**src/rtl/lsu_ram_ctrl_pkg.sv**
```systemverilog
// Shared encodings and helpers for the load/store front-end.
package lsu_pkg;

    // Request size encodings
    localparam logic [1:0] SZ_BYTE = 2'b00;
    localparam logic [1:0] SZ_HALF = 2'b01;
    localparam logic [1:0] SZ_WORD = 2'b10;
    localparam logic [1:0] SZ_ILL  = 2'b11;

    // Controller FSM states
    typedef enum logic [2:0] {
        ST_IDLE    = 3'd0,
        ST_READ    = 3'd1,
        ST_CAPTURE = 3'd2,
        ST_WRITE   = 3'd3,
        ST_RESP    = 3'd4
    } state_t;

    // Request error: illegal size, or a half/word not naturally aligned
    function automatic logic req_error(input logic [1:0] size, input logic [1:0] off);
        logic err;
        case (size)
            SZ_BYTE: err = 1'b0;
            SZ_HALF: err = off[0];
            SZ_WORD: err = (off != 2'b00);
            default: err = 1'b1;
        endcase
        return err;
    endfunction

endpackage

```
**src/rtl/lsu_ram_ctrl_lane_align.sv**
```systemverilog
// Byte-lane alignment: load extraction/extension and sub-word store merge.
module lsu_lane_align
    import lsu_pkg::*;
(
    input  logic [1:0]  offset,
    input  logic [1:0]  size,
    input  logic        is_unsigned,
    input  logic [31:0] word,
    input  logic [31:0] wdata,
    output logic [31:0] load_data,
    output logic [31:0] store_word
);

    logic [7:0]  byte_sel;
    logic [15:0] half_sel;

    // Pick the addressed lane(s) out of the RAM word and extend them
    always_comb begin
        byte_sel  = word[{offset, 3'b000} +: 8];
        half_sel  = offset[1] ? word[31:16] : word[15:0];
        load_data = '0;
        case (size)
            SZ_BYTE: load_data = {{24{~is_unsigned & byte_sel[7]}}, byte_sel};
            SZ_HALF: load_data = {{16{~is_unsigned & half_sel[15]}}, half_sel};
            SZ_WORD: load_data = word;
            default: load_data = '0;
        endcase
    end

    // Replace the addressed lane(s) with store data, keep the rest of the word
    always_comb begin
        store_word = word;
        case (size)
            SZ_BYTE: store_word[{offset, 3'b000} +: 8]    = wdata[7:0];
            SZ_HALF: store_word[{offset[1], 4'b0000} +: 16] = wdata[15:0];
            SZ_WORD: store_word = wdata;
            default: store_word = word;
        endcase
    end

endmodule

```
**src/rtl/lsu_ram_ctrl.sv**
```systemverilog
// Load/store front-end for simple_ram: handshake, RMW for sub-word stores.
module lsu_ram_ctrl
    import lsu_pkg::*;
#(
    parameter int unsigned ADDR_W = 32
) (
    input  logic              clk,
    input  logic              rst,
    input  logic              req_valid,
    output logic              req_ready,
    input  logic              req_we,
    input  logic [1:0]        req_size,
    input  logic              req_unsigned,
    input  logic [ADDR_W-1:0] req_addr,
    input  logic [31:0]       req_wdata,
    output logic              rsp_valid,
    input  logic              rsp_ready,
    output logic [31:0]       rsp_rdata,
    output logic              rsp_err,
    output logic [31:0]       ram_addr,
    output logic [31:0]       ram_data,
    output logic              ram_wr,
    input  logic [31:0]       ram_q
);

    state_t            state;
    logic              lat_we;
    logic [1:0]        lat_size;
    logic [1:0]        lat_off;
    logic              lat_uns;
    logic [31:0]       lat_wdata;
    logic              accept;
    logic              acc_err;
    logic [ADDR_W-1:0] word_addr;
    logic [31:0]       load_data;
    logic [31:0]       store_word;

    assign req_ready = (state == ST_IDLE);
    assign rsp_valid = (state == ST_RESP);
    assign ram_wr    = (state == ST_WRITE) & ~rst;
    assign accept    = req_valid & req_ready;
    assign acc_err   = req_error(req_size, req_addr[1:0]);
    assign word_addr = req_addr >> 2;

    lsu_lane_align u_align (
        .offset      (lat_off),
        .size        (lat_size),
        .is_unsigned (lat_uns),
        .word        (ram_q),
        .wdata       (lat_wdata),
        .load_data   (load_data),
        .store_word  (store_word)
    );

    // FSM, request latch, RAM address/data and response registers
    always_ff @(posedge clk) begin
        if (rst) begin
            state     <= ST_IDLE;
            lat_we    <= 1'b0;
            lat_size  <= SZ_BYTE;
            lat_off   <= '0;
            lat_uns   <= 1'b0;
            lat_wdata <= '0;
            ram_addr  <= '0;
            ram_data  <= '0;
            rsp_rdata <= '0;
            rsp_err   <= 1'b0;
        end else begin
            case (state)
                ST_IDLE: begin
                    if (accept) begin
                        lat_we    <= req_we;
                        lat_size  <= req_size;
                        lat_off   <= req_addr[1:0];
                        lat_uns   <= req_unsigned;
                        lat_wdata <= req_wdata;
                        ram_addr  <= 32'(word_addr);
                        rsp_rdata <= '0;
                        rsp_err   <= acc_err;
                        if (acc_err) begin
                            state <= ST_RESP;
                        end else if (req_we && req_size == SZ_WORD) begin
                            ram_data <= req_wdata;
                            state    <= ST_WRITE;
                        end else begin
                            state <= ST_READ;
                        end
                    end
                end
                ST_READ: state <= ST_CAPTURE;
                ST_CAPTURE: begin
                    if (lat_we) begin
                        ram_data <= store_word;
                        state    <= ST_WRITE;
                    end else begin
                        rsp_rdata <= load_data;
                        state     <= ST_RESP;
                    end
                end
                ST_WRITE: state <= ST_RESP;
                ST_RESP: begin
                    if (rsp_ready) begin
                        rsp_rdata <= '0;
                        rsp_err   <= 1'b0;
                        state     <= ST_IDLE;
                    end
                end
                default: state <= ST_IDLE;
            endcase
        end
    end

endmodule

```
**config.mk**
```make
export PLATFORM = sky130hd
export DESIGN_NAME = lsu_ram_ctrl
export DESIGN_NICKNAME = d
export VERILOG_FILES = /design/src/rtl/lsu_ram_ctrl_pkg.sv /design/src/rtl/lsu_ram_ctrl_lane_align.sv /design/src/rtl/lsu_ram_ctrl.sv
export SDC_FILE = /design/constraint.sdc
export NUM_CORES = 1
export LEC_CHECK = 0
export ABC_AREA = 1
export BUFFER_PORTS_ARGS = -buffer_cell sky130_fd_sc_hd__buf_2
export CAP_MARGIN = 20
export CORE_AREA = 2 2 122 124
export CTS_BUF_LIST = sky130_fd_sc_hd__clkbuf_2
export DETAILED_ROUTE_END_ITERATION = 6
export DIE_AREA = 0 0 124 126
export GPL_ROUTABILITY_DRIVEN = 0
export PLACE_DENSITY_LB_ADDON = 0.25
export SYNTH_ARGS = -nofsm -noshare
export SYNTH_HDL_FRONTEND = slang
export SYNTH_SLANG_ARGS = --single-unit
```
**constraint.sdc**
```tcl
create_clock -name clk -period 2.95 [get_ports clk]
set_input_delay 0.295 -clock clk [delete_from_list [all_inputs] [get_ports clk]]
set_output_delay 0.295 -clock clk [all_outputs]
set_load 0.01 [all_outputs]
```
==> results.cfg <==
[detailed_routing]
dr.pass1.iters = 7
viasPerCell = 5.32
post-route-drc-count = 0
routed_wl_um = 25700
drt_iter0_drc = 893
route.antenna.remaining_nets = 0
wl_per_cell_um = 15.0
vias = 9137

[critical_path]
cpMaxStageDelayCell = inv_2
cp-endpoint = ram_addr[10]
critPathMaxStageDelay_ns = 0.70
cp_cell_sequence = inv_1 -> nand2_2 -> nor2_4 -> nand2_2 -> inv_2 -> nand2_1 -> a21oi_1 -> dlygate4sd3_1
crit_type = register to register
ff2ff_path_depth = 8
r2r_slack_ns = 0.49
crit_required_ns = 3.63
cp_common_cell = nand2_2
endpoint_kind = register
r2r-start = state[0]
startpoint = state[0]
rr_endpoint = ram_addr[10]
cp-start-kind = register
critPathMaxFanout = 55
cp.arrival_ns = 3.14

[clock_tree]
post_cts_resized = 0
cts_sinks = 136
clockBufferDepth = 2
ctsRootBufferMaster = clkbuf_2
clock_latency_ns = 0.76
cts.clk_slew.worst_paths_ns = 0.21
cts_buffers = 17
cts_tree = yes
h-tree-depth = 4

[logic_synthesis]
yosysTopAreaCellShare = 0.355
synth_warnings = 0
synth_area_leaders = dfxtp_1, nand2_1, a21oi_1, inv_1, o21ai_0
synth_area_um2 = 7680
syn_area_per_cell_um2 = 6.08
seq_area_frac_synth = 0.355
ys_seq_elements = 136
synth_edf_count = 0
synth_cell_types = 31
synthArstFlopShare = 0
synth_ff_type = dfxtp_1
netlist_instances = 1264
yosysTopAreaCell = dfxtp_1

[sta]
slew_headroom = 0.356
finalHoldViolCount = 0
fin_tns_setup_ns = 0
setup_viol = 0
layout_min_cycle_time_ns = 2.46
fin_crit_sh = 0.833
finalMaxSlewViolations = 0
worst-slew-pin-transition_ns = 0.965
rsz0062_at_grt = no
fmax_ghz = 0.407
skew_ns = 0.0497

[placed_design]
port_buffers = 201
hpwlAfterDp_um = 17300

[floorplanning]
fp.dieW_um = 124
core-area_um2 = 14300
die_area_um2 = 15600
io_pins = 204
start_util = 0.537
row_count = 44
die_y_um = 126

[global_route]
grt_pass1_wl_um = 41300
grt_max_degree = 84
busiest_layer = met2
met1_usage = 0.427
grt_pass1_vias = 8297
grt_antenna_before_repair = 1
grt-ovfl-total = 0
grt_use_met3 = 0.0788
grtUsageMet2 = 0.535
grt_use_total = 0.335

[cells_and_area]
n_fill_cell = 1317
final_common_cell = nand2_1
area_growth_syn_to_layout_pct = 28.1
utilization = 0.687
final_cell_mix = nand2_1, buf_2, a21oi_1
drive_gt1_frac = 0.180
nets = 1629

[power]
p_leak_uw = 0.00496
vdd_drop_max_v = 0.000363
p_per_area_nw_per_um2 = 460

[outcome]
status = finished, final reports clean

[run]
cap_violations = 0

[hold_path]
hold_class = input port to register
-- cell type report --
class	count	area (um^2)	share of cell area
multi-input cells	915	4090	0.416
flip-flops and latches	136	2720	0.277
repair buffers	309	2060	0.209
inverters	141	532	0.0541
well taps	184	230	0.0234
clock inverters	15	119	0.0121
clock buffers	17	85.1	0.00865
diodes	1	2.50	0.000254
-- per-stage QoR --
stage,power (uW),hold WS (ns),setup slack (ns),cells,cell area (um^2)
after detailed placement,3380,0.452,0.697,1590,8680
after CTS,4490,0.0121,0.602,1717,9830
after global routing,4780,0.0657,0.261,1718,9830
after global placement,3360,0.448,0.743,1590,8680
after floorplan,3000,0.438,0.873,1265,7680
final,4520,0.0727,0.493,1718,9830
-- sequential cells by signal (all words and copies together), names as in the netlist --
name       count
lat_off        2
lat_wdata     32
ram_data      32
lat_we         1
rsp_rdata     32
lat_uns        1
ram_addr      30
state          3
lat_size       2
rsp_err        1
-- logic make-up (layout without fill, tap and decap cells) --
group,Yosys count,in the layout,share of synthesized area
AO/OA/AOI/OAI,279,279,0.192
adder cells (fa/ha/maj),5,5,0.00815
buffers and inverters,214,482,0.114
flip-flops,136,136,0.355
other,1,3,0.000488
AND/OR/NAND/NOR,629,629,0.331
-- metal layers --
layer  part of all wire  vias up
met5                  0        -
met4              0.046        0
met3              0.092      100
met2               0.45      499
met1               0.41     4051
li1                   -     4487
-- critical path: cells and delay by family (launching register included) --
family | cells | cell delay (ns)
compound gates | 1 | 0.17
buf+inv | 3 | 1.35
simple gates | 4 | 0.48
flops | 1 | 0.40
-- cells in the mapped netlist (6+ instances only) --
master / n
nor2_1: 78
a22oi_1: 16
o21ai_0: 78
nand2_2: 6
a21oi_1: 158
o21ai_1: 12
nand3_1: 57
inv_1: 131
buf_2: 21
nand2_1: 470
o211ai_1: 6
or2_2: 8
clkbuf_1: 43
a21boi_0: 8
dfxtp_1: 136
-- worst min-delay path by stage --
| stage | startpoint | endpoint | cells past startpoint |
|---|---|---|---|
| after floorplan | req_wdata[31] | lat_wdata[31] | 2 |
| after global placement | ram_addr[1] | ram_addr[1] | 2 |
| after detailed placement | ram_addr[19] | ram_addr[19] | 2 |
| after CTS | ram_q[22] | rsp_rdata[6] | 5 |
| after global routing | ram_q[18] | rsp_rdata[2] | 5 |
| final | ram_q[22] | rsp_rdata[6] | 5 |
-- report_power, final --
group	total (uW)	switching [uW]	internal [uW]
Sequential	2070	106	1960
Combinational	1420	927	494
Clock	1030	790	240
Total	4520	1820	2700
-- what timing repair did --
| action | 4_1_cts | 5_1_grt |
|---|---|---|
| endpoints found under the setup margin | 0 | 0 |
| hold buffers | 95 | 0 |
| buffers inserted | 0 | 0 |
| hold endpoints to repair | 112 | 0 |
(Power assumes the default switching activity.)
